### src/rtl/miss_req_issuer.sv
// Miss request issuer: holds one miss until the outstanding-request CAM can take it, then issues it on the bus.
// Optional MISS_ISSUER_STATS_EN adds issued / stall-cycle counters.
module miss_req_issuer #(
   parameter int unsigned ADDR_WIDTH = 58,
   parameter int unsigned TAG_WIDTH  = 2
) (
   input  logic                  clk,
   input  logic                  reset,
   input  logic                  req_valid,
   output logic                  req_ready,
   input  logic [ADDR_WIDTH-1:0] req_addr,
   input  logic                  req_write,
   output logic [ADDR_WIDTH-1:0] cam_data,
   input  logic                  cam_exists,
   input  logic                  cam_full,
   output logic                  cam_push,
   input  logic [TAG_WIDTH-1:0]  cam_push_index,
   output logic [ADDR_WIDTH:0]   cam_data_in,
   output logic                  cam_pop,
   output logic [TAG_WIDTH-1:0]  cam_pop_index,
   output logic                  bus_req_valid,
   input  logic                  bus_req_ack,
   output logic [ADDR_WIDTH-1:0] bus_req_addr,
   output logic                  bus_req_write,
   output logic [TAG_WIDTH-1:0]  bus_req_tag,
   input  logic                  bus_resp_valid,
   input  logic [TAG_WIDTH-1:0]  bus_resp_tag
`ifdef MISS_ISSUER_STATS_EN
   ,
   output logic [31:0]           stat_issued,
   output logic [31:0]           stat_stall_cycles
`endif
);

   localparam int unsigned Entries = 2 ** TAG_WIDTH;

   typedef enum logic [1:0] {StIdle, StLookup, StIssue} state_e;

   state_e                  state_q, state_d;
   logic [ADDR_WIDTH-1:0]   addr_q, addr_d;
   logic                    write_q, write_d;
   logic [TAG_WIDTH-1:0]    tag_q, tag_d;
   logic                    req_ready_q, req_ready_d;
   logic                    bus_req_valid_q, bus_req_valid_d;
   logic [Entries-1:0]      outstanding_q, outstanding_d;
   logic                    alloc;

   // A response pop always wins over a push in the same cycle.
   assign alloc = (state_q == StLookup) & ~cam_exists & ~cam_full & ~bus_resp_valid;

   always_comb begin
      state_d       = state_q;
      addr_d        = addr_q;
      write_d       = write_q;
      tag_d         = tag_q;
      outstanding_d = outstanding_q;
      unique case (state_q)
         StIdle: begin
            if (req_valid && req_ready_q) begin
               addr_d  = req_addr;
               write_d = req_write;
               state_d = StLookup;
            end
         end
         StLookup: begin
            if (alloc) begin
               tag_d   = cam_push_index;
               state_d = StIssue;
            end
         end
         StIssue: begin
            if (bus_req_ack) state_d = StIdle;
         end
         default: state_d = StIdle;
      endcase
      if (bus_resp_valid) outstanding_d[bus_resp_tag] = 1'b0;
      if (alloc)          outstanding_d[cam_push_index] = 1'b1;
      req_ready_d     = (state_d == StIdle);
      bus_req_valid_d = (state_d == StIssue);
   end

   always_ff @(posedge clk or negedge reset) begin
      if (!reset) begin
         state_q         <= StIdle;
         addr_q          <= '0;
         write_q         <= 1'b0;
         tag_q           <= '0;
         req_ready_q     <= 1'b0;
         bus_req_valid_q <= 1'b0;
         outstanding_q   <= '0;
      end else begin
         state_q         <= state_d;
         addr_q          <= addr_d;
         write_q         <= write_d;
         tag_q           <= tag_d;
         req_ready_q     <= req_ready_d;
         bus_req_valid_q <= bus_req_valid_d;
         outstanding_q   <= outstanding_d;
      end
   end

   assign req_ready     = req_ready_q;
   assign cam_data      = addr_q;
   assign cam_push      = alloc;
   assign cam_data_in   = {write_q, addr_q};
   assign cam_pop       = bus_resp_valid;
   assign cam_pop_index = bus_resp_tag;
   assign bus_req_valid = bus_req_valid_q;
   assign bus_req_addr  = addr_q;
   assign bus_req_write = write_q;
   assign bus_req_tag   = tag_q;

   // A response must name a tag this block allocated and has not yet seen freed.
   unknown_resp_tag_a: assert property (@(posedge clk) disable iff (!reset)
      bus_resp_valid |-> outstanding_q[bus_resp_tag]);

`ifdef MISS_ISSUER_STATS_EN
   logic [31:0] stat_issued_q, stat_issued_d;
   logic [31:0] stat_stall_q, stat_stall_d;

   always_comb begin
      stat_issued_d = stat_issued_q;
      stat_stall_d  = stat_stall_q;
      if (bus_req_valid_q && bus_req_ack)          stat_issued_d = stat_issued_q + 32'd1;
      if ((state_q == StLookup) && !alloc)         stat_stall_d  = stat_stall_q + 32'd1;
   end

   always_ff @(posedge clk or negedge reset) begin
      if (!reset) begin
         stat_issued_q <= '0;
         stat_stall_q  <= '0;
      end else begin
         stat_issued_q <= stat_issued_d;
         stat_stall_q  <= stat_stall_d;
      end
   end

   assign stat_issued       = stat_issued_q;
   assign stat_stall_cycles = stat_stall_q;
`endif

endmodule

### config.mk
export PLATFORM = sky130hd
export DESIGN_NAME = miss_req_issuer
export DESIGN_NICKNAME = d
export VERILOG_FILES = /design/src/rtl/miss_req_issuer.sv
export SDC_FILE = /design/constraint.sdc
export NUM_CORES = 1
export LEC_CHECK = 0
export BUFFER_PORTS_ARGS = -buffer_cell sky130_fd_sc_hd__buf_2
export CORE_AREA = 2 2 99 101
export DETAILED_ROUTE_END_ITERATION = 7
export DIE_AREA = 0 0 101 103
export PLACE_DENSITY = 0.84
export SLEW_MARGIN = 20
export SYNTH_ARGS = -nofsm -noshare
export SYNTH_HDL_FRONTEND = slang
export SYNTH_SLANG_ARGS = --single-unit
### constraint.sdc
create_clock -name clk -period 3.3 [get_ports clk]
set_input_delay 0.33 -clock clk [delete_from_list [all_inputs] [get_ports clk]]
set_output_delay 0.33 -clock clk [all_outputs]
set_load 0.01 [all_outputs]
# Yosys cells after proc, flatten, opt, wreduce, memory -nomap -nowiden

Index checks and enable logic that the tools add are counted.

Word-level logic and storage cells: 24
Bits in registers: 65

Muxes and demuxes: 4
Reduce and logical (&&, ||, !) cells: 5
Bitwise logic cells: 6
Equality and inequality tests: 3

Operator list:

| cell               | number |
|---|---|
| $mux 2             | 3 |
| $pmux 2 s3         | 1 |
| $eq 2x2->1 const B | 2 |
| $logic_not 2->1    | 2 |
| $reduce_and 2->1   | 2 |
| $and 1x1->1        | 3 |
| $not 1->1          | 3 |
| $eq 2x1->1 const B | 1 |
| $logic_and 1x1->1  | 1 |

# Depth between registers and ports, before layout

Gate-level depths: netlist of run 1.

Depth in word-level cells: 7
Mapped depth: 4
Mapped depth without buffers: 3

# Least setup slack after synthesis of run 1

OpenSTA, ideal clock, no wires.

Kind: register -> register
From: register req_ready_q, in the netlist req_ready
To: register addr_q[0], in the netlist bus_req_addr[0]
Buffers on the path: 1
Clock period less this slack: 1.407 ns
Arrival: 1.282 ns
Stages on the path, launching flop included: 5
Library setup time: 0.125 ns
Path slack: 1.893 ns
Cell sequence: dfrtp_1 > nand2_1 > nor3_4 > buf_6 > mux2_2

Longest elaborated chain between the ends: 2

Ends and longest elaborated chain:

| element                    | RTL line | source |
|---|---|---|
| start: declaration         | 43       | `logic req_ready_q, req_ready_d;` |
| start signal: assignment   | 96       | `req_ready_q <= req_ready_d;` |
| $logic_and 1x1->1          | 59       | `if (req_valid && req_ready_q) begin` |
| $reduce_and 2->1 (no line) | n/a      |  |
| end signal: assignment     | 93       | `addr_q <= addr_d;` |
| end: declaration           | 40       | `logic [ADDR_WIDTH-1:0] addr_q, addr_d;` |

No other way between the ends.
A chain may end at the register's enable or synchronous reset.

# Worst setup path in the final report of run 1

From: register state_q[1]
To: output cam_push

Longest elaborated chain between the ends: 4

Ends and longest elaborated chain:

| element                  | RTL line | source |
|---|---|---|
| start: declaration       | 39       | `state_e state_q, state_d;` |
| start signal: assignment | 84       | `state_q <= StIdle;` |
| start signal: assignment | 92       | `state_q <= state_d;` |
| $eq 2x1->1               | 49       | `assign alloc = (state_q == StLookup) & ~cam_exists & ~cam_full & ~bus_resp_valid;` |
| $and 1x1->1 (3 in a row) | 49       |  |
| end: declaration         | 16       | `output logic cam_push,` |

No other way between the ends.

==> impl_metrics.json, run 1 <==
{
  "status": "complete, no violations",
  "rows": 36,
  "post-route-drc-count": 0,
  "syn_area_mm2": 0.00336,
  "core_mm2": 0.00946,
  "report.final.slew_viol_count": 0,
  "wirelength_mm": 6.60,
  "die_y_um": 103,
  "die-width_um": 101,
  "synth_fp_nets": 334,
  "boundaryPins": 254,
  "hold_viol": 0,
  "ys_seq_elements": 65,
  "routed_wire_length_per_instance_um": 12.7,
  "clkSinkCount": 65,
  "vias": 2213,
  "htree_num_levels": 3,
  "grt_start_max_net_pins": 41,
  "grt.total_usage": 0.119,
  "rsz0062_at_grt": "false",
  "fin_ws_ns": 1.63,
  "setup_viol": 0,
  "fin_nets": 471,
  "antenna_found_initial": 0,
  "cap_viol_max_count": 0,
  "p_clk_frac": 0.158,
  "end_kind": "output port",
  "power.leakage_nw": 2.18,
  "multiInputGateArea_um2": 763,
  "skew_ns": 0.00743,
  "cts_resized": 0,
  "synth_cells": 264,
  "path_cells": "and2b_1 -> nand2_1 -> inv_1 -> buf_2",
  "max_slew_margin": 0.530,
  "sw_frac_of_total": 0.395,
  "tns_ns": 0,
  "final-seq-area_mm2": 0.00163,
  "yosys_warnings": 0,
  "crit_slowest_cell": "dfrtp_1",
  "hold_path.class": "input pin to async pin",
  "cts_tree": "built",
  "crit_path_max_fanout": 5,
  "clockBufferDepth": 2,
  "port-buffer-count": 249,
  "crit_type": "flop to output port",
  "cts_buffers": 9,
  "drtAntennaViolNets": 0,
  "vias_per_cell": 4.26,
  "synth.avg_cell_area_um2": 12.7,
  "powerDensity_mw_per_mm2": 1150,
  "overflow": 0,
  "crit_path_start_kind": "flop",
  "vdd_drop_max_mv": 0.385,
  "dpl.hpwl_mm": 5.15,
  "initial_core_util": 0.355,
  "fmax_mhz": 600,
  "path_clk_slew_ns": 0.07,
  "p_comb_frac": 0.505,
  "num_antenna_cells": 0,
  "grt_pass1_wl_mm": 9.45,
  "fin_crit_ns": 1.67,
  "dieArea_mm2": 0.0104,
  "cp.required_ns": 2.97,
  "final.period_utilization": 0.505,
  "max_stage_delay_ns": 0.41,
  "grt_pass1_vias": 2011,
  "power_mw": 4.61,
  "worst_pin_slew_ns": 0.704,
  "seq_power_share": 0.338,
  "cp_data_arrival_time_ns": 1.34,
  "ys_types": 13,
  "drt_iter0_markers": 30,
  "p_int_mw": 2.79,
  "firstDrtPassIters": 3,
  "place_congestion": 0.750,
  "synth.yosys.seq_area_share": 0.484,
  "switching_power_mw": 1.82,
  "place_ws_ns": 1.68,
  "cts_root_buffer": "clkbuf_8",
  "drive_gt1_frac": 0.795,
  "fill_cells": 883,
  "area_delta_synth_final_pct": 19.4,
  "cts_hold_buf": 0,
  "worstSkewPairLatency_ns": 0.33,
  "postCtsSetupBuffers": 0
}
-- routing by layer --
metal / routed length (um) / track usage / vias to the layer above / share of wire
li1: - / - / 1020 / -
met1: 2330 / 0.122 / 1069 / 0.35
met4: 137 / 0.0613 / 0 / 0.021
met3: 451 / 0.0298 / 11 / 0.068
met2: 3680 / 0.225 / 113 / 0.56
met5: 0 / 0 / - / 0
-- cells in the mapped netlist --
| cell | count | share of area |
|---|---|---|
| nand2b_1 | 2 | 0.0037 |
| and2b_1 | 1 | 0.0022 |
| nor3_4 | 1 | 0.0048 |
| buf_6 | 6 | 0.020 |
| inv_1 | 1 | 0.0011 |
| dfrtp_1 | 65 | 0.48 |
| nand2_1 | 2 | 0.0022 |
| mux2_2 | 56 | 0.19 |
| nor3_1 | 2 | 0.0030 |
| a21o_1 | 2 | 0.0045 |
| nor3b_1 | 1 | 0.0022 |
| buf_4 | 120 | 0.27 |
| mux2_1 | 5 | 0.017 |
-- worst paths after layout --
path	slack, ns	start	cells past startpoint	to
max	1.63	state_q[1]$_DFF_PN0_	4	cam_push
max reg2reg	1.69	state_q[0]$_DFF_PN0_	3	bus_req_addr[15]$_DFFE_PN0P_
min reg2reg	0.51	bus_req_tag[1]$_DFFE_PN0P_	1	bus_req_tag[1]$_DFFE_PN0P_
min	0.04	reset	1	bus_req_addr[2]$_DFFE_PN0P_
max in group asynchronous	2.36	reset	2	bus_req_addr[6]$_DFFE_PN0P_
min in group clk	0.22	req_addr[38]	2	bus_req_addr[38]$_DFFE_PN0P_
-- power by group through the flow --
| stage | clock [mW] | sequential, mW | combinational (mW) |
|---|---|---|---|
| floorplan | 0 | 1.73 | 1.98 |
| global placement | 0 | 1.54 | 2.34 |
| detailed placement | 0 | 1.58 | 2.36 |
| CTS | 0.762 | 1.57 | 2.36 |
| global route | 0.797 | 1.64 | 2.55 |
| finish | 0.727 | 1.55 | 2.32 |
-- stage by stage --
stage / utilization / cell area [um^2] / hold slack (ns) / cells
6_report: 0.424 / 4020 / 0.0398 / 519
5_1_grt: 0.424 / 4020 / 0.0735 / 519
4_1_cts: 0.424 / 4020 / 0.0512 / 519
3_5_place_dp: 0.402 / 3800 / 0.420 / 504
3_3_place_gp: 0.402 / 3800 / 0.401 / 504
2_1_floorplan: - / 3360 / 0.0344 / 264
-- cell usage in the layout, fill, tap and decap left out --
| cell type | netlist | routed |
|---|---|---|
| nor3_4 | 1 | 1 |
| nor3_1 | 2 | 2 |
| buf_2 | 0 | 249 |
| nand2_1 | 2 | 2 |
| nand2b_1 | 2 | 2 |
| a21o_1 | 2 | 2 |
| nor3b_1 | 1 | 1 |
| and2b_1 | 1 | 1 |
| clkbuf_8 | 0 | 10 |
| clkinv_2 | 0 | 1 |
| bufinv_16 | 0 | 2 |
| buf_4 | 120 | 3 |
| dfrtp_1 | 65 | 65 |
| mux2_1 | 5 | 5 |
| inv_1 | 1 | 1 |
| mux2_2 | 56 | 56 |
| clkbuf_1 | 0 | 2 |
-- worst max-delay path: cells and delay by family, from the launching register on --
family / cells / cell delay [ns]
buffers and inverters: 2 / 0.19
and+or+nand+nor: 2 / 0.40
DFF: 1 / 0.41
-- registers in the layout (all words and copies together), names as in the netlist --
name / cells
bus_req_addr: 58
bus_req_tag: 2
state_q: 2
bus_req_valid: 1
req_ready: 1
bus_req_write: 1
-- kinds of logic (layout without fill, tap and decap cells) --
kind of cell           Yosys count  count (layout)  share of synthesized area
buffers and inverters          127             268                      0.289
flip-flops                      65              65                      0.484
AO/OA/AOI/OAI                    2               2                    0.00446
AND/OR/NAND/NOR                  9               9                     0.0182
multiplexers                    61              61                      0.204
-- final cells by class --
class / instances / area share
inverter: 1 / 0.000935
sequential: 65 / 0.405
multi-input combinational: 72 / 0.190
clock buffer: 12 / 0.0361
timing repair buffer: 252 / 0.316
clock inverter: 3 / 0.0162
tap: 114 / 0.0355
(Power assumes the default switching activity.)
==> run 2, diff against run 1 <==
- ABC_AREA: default -> 1
- PLACE_DENSITY: 0.84 -> 0.86
- clock period: 3.3 -> 1.69 ns (I/O delays scaled with it)
==> run 2 against run 1 <==
  * Die area unchanged
  * Combinational power up 77%
  * Clock power grew 47%
  * Routed wire length is 9.7% higher
  * Worst setup slack got worse by 1.5 ns
  * Core utilization up 1.3 points
  * Register-to-register slack worse by 1.3 ns
  * Non-clock buffer count is 1 higher
==> impl_metrics.json, run 2 <==
{
  "status": "complete, no violations",
  "synth_cells": 397,
  "power.leakage_nw": 2.65,
  "synth_fp_nets": 467,
  "yosys_warnings": 0,
  "yosysTopAreaCellShare": 0.463,
  "worstSkewPairLatency_ns": 0.33,
  "place_congestion": 0.720,
  "ys_seq_elements": 65,
  "num_antenna_cells": 0,
  "cp.required_ns": 1.52,
  "synth_top_flop_cell": "dfrtp_1",
  "dpl.hpwl_mm": 5.54,
  "sw_frac_of_total": 0.441,
  "cp_data_arrival_time_ns": 1.37,
  "fin_crit_ns": 1.54,
  "final.period_utilization": 0.913,
  "r2r.worst_path.cells": 5,
  "grt_start_max_net_pins": 66,
  "hold_depth": 3,
  "synthArstFlopShare": 1.00,
  "dp.cells": 630,
  "cts_buffers": 9,
  "synth_edf_count": 0,
  "cts_root_buffer": "clkbuf_8",
  "rows": 36,
  "fin_hold_ws_ns": 0.0742,
  "area_delta_synth_final_pct": 18.0,
  "cap_viol_max_count": 0,
  "antenna_found_initial": 0,
  "seq_power_share": 0.365,
  "drtAntennaViolNets": 0,
  "powerDensity_mw_per_mm2": 1970,
  "largest_reg_flops": 58,
  "max_slew_margin": 0.763,
  "clkSinkCount": 65,
  "report.final.slew_viol_count": 0,
  "cts_tree": "built",
  "vdd_drop_max_mv": 0.578,
  "grt_pass1_wl_mm": 10.6,
  "switching_power_mw": 3.59,
  "max_stage_delay_ns": 0.41,
  "cts_resized": 0,
  "dieArea_mm2": 0.0104,
  "port-buffer-count": 249,
  "p_clk_frac": 0.131,
  "crit_path_max_fanout": 5,
  "cp.buffers_inverters": 2,
  "grt_pass1_vias": 2180,
  "post-route-util": 0.438,
  "fmax_mhz": 648,
  "place_ws_ns": 0.401,
  "vias": 2621,
  "die_y_um": 103,
  "hold_path.class": "input pin to flop",
  "final_cell_mix": "buf_2, dfrtp_1, inv_1",
  "crit_type": "flop to output port",
  "clockBufferDepth": 2,
  "worst_pin_slew_ns": 0.356,
  "crit_path_start_kind": "flop",
  "vias_per_cell": 4.06,
  "p_comb_frac": 0.504,
  "syn_area_mm2": 0.00351,
  "path_clk_slew_ns": 0.07,
  "synth_area_leaders": "dfrtp_1, buf_4, o21ai_0",
  "p_int_mw": 4.56,
  "firstDrtPassIters": 4,
  "drt_iter0_markers": 43,
  "crit_cells": 4,
  "boundaryPins": 254,
  "routed_wire_length_per_instance_um": 11.2,
  "layout_commonest_cell": "buf_2",
  "crit_slowest_cell": "dfrtp_1",
  "skew_ns": 0.00514,
  "setup_viol": 0,
  "ys_types": 15,
  "htree_num_levels": 3,
  "synthTopCellsByCount": "buf_4, dfrtp_1, inv_1",
  "end_kind": "output port",
  "tns_ns": 0,
  "core_mm2": 0.00946,
  "overflow": 0,
  "yosys.area.top_type": "dfrtp_1",
  "hold_viol": 0,
  "synth.avg_cell_area_um2": 8.85,
  "synth.yosys.seq_area_share": 0.463,
  "instances_no_fill": 645,
  "initial_core_util": 0.371,
  "path_cells": "nor2_1 -> nand3_1 -> inv_1 -> buf_2",
  "fin_nets": 598,
  "rsz0062_at_grt": "false",
  "crit_family": "simple AND/OR/NAND/NOR gates",
  "drive_gt1_frac": 0.540,
  "wirelength_mm": 7.24,
  "fin_ws_ns": 0.147,
  "synth.most_common_cell": "buf_4",
  "die-width_um": 101,
  "grt.total_usage": 0.131,
  "post-route-drc-count": 0
}
run 2: per-layer routing:
layer,up-vias,global-route usage,share of wire
li1,1331,-,-
met1,1147,0.151,0.39
met2,134,0.229,0.51
met3,9,0.0366,0.088
met4,0,0.0593,0.015
met5,-,0,0
run 2: cells by family after synthesis:
kind of cell    count (synthesis)  synth area share
compound gates                 59            0.0948
flops                          65             0.463
simple gates                   77            0.0941
buf+inv                       196             0.348
run 2: cell type report:
cell class                 count  area, um^2
clock inverter                 4        22.5
multi-input combinational    136         671
fill                         957        5320
tap                          114         143
clock buffer                  10         128
timing repair buffer         253        1320
inverter                      63         236
sequential                    65        1630
run 2: repair_timing:
action,4_1_cts,5_1_grt
setup endpoints to repair,0,0
hold endpoints to repair,65,0
hold buffers,1,0
setup buffers,0,0
run 2: tightest hold or removal path, cell delays in order:
cell	delay (ns)
buf_2	0.09
inv_1	0.05
o21ai_2	0.05
run 2: path summary, 6_finish.rpt:
path,slack (ns),endpoint,start
worst max-delay path,0.15,cam_push,state_q[1]$_DFF_PN0_
worst min-delay path,0.07,bus_req_addr[30]$_DFFE_PN0P_,req_addr[30]
worst max register to register,0.41,bus_req_addr[13]$_DFFE_PN0P_,state_q[1]$_DFF_PN0_
worst min register to register,0.49,bus_req_tag[1]$_DFFE_PN0P_,bus_req_tag[1]$_DFFE_PN0P_
max in group asynchronous,1.00,bus_req_addr[16]$_DFFE_PN0P_,reset
min in group asynchronous,0.38,bus_req_addr[2]$_DFFE_PN0P_,reset
run 2: power groups by stage:
| stage | registers (mW) | logic (mW) | clock network, mW |
|---|---|---|---|
| CTS | 2.99 | 4.18 | 1.13 |
| floorplan | 3.25 | 3.44 | 0 |
| global placement | 2.98 | 4.06 | 0 |
| finish | 2.97 | 4.11 | 1.07 |
| detailed placement | 3.01 | 4.18 | 0 |
| global route | 3.11 | 4.62 | 1.19 |
run 2: per-stage QoR:
stage          power (mW)  cell area (um^2)
6_report             8.15              4140
3_3_place_gp         7.04              3980
2_1_floorplan        6.68              3510
3_5_place_dp         7.19              3980
5_1_grt              8.92              4140
4_1_cts              8.30              4140
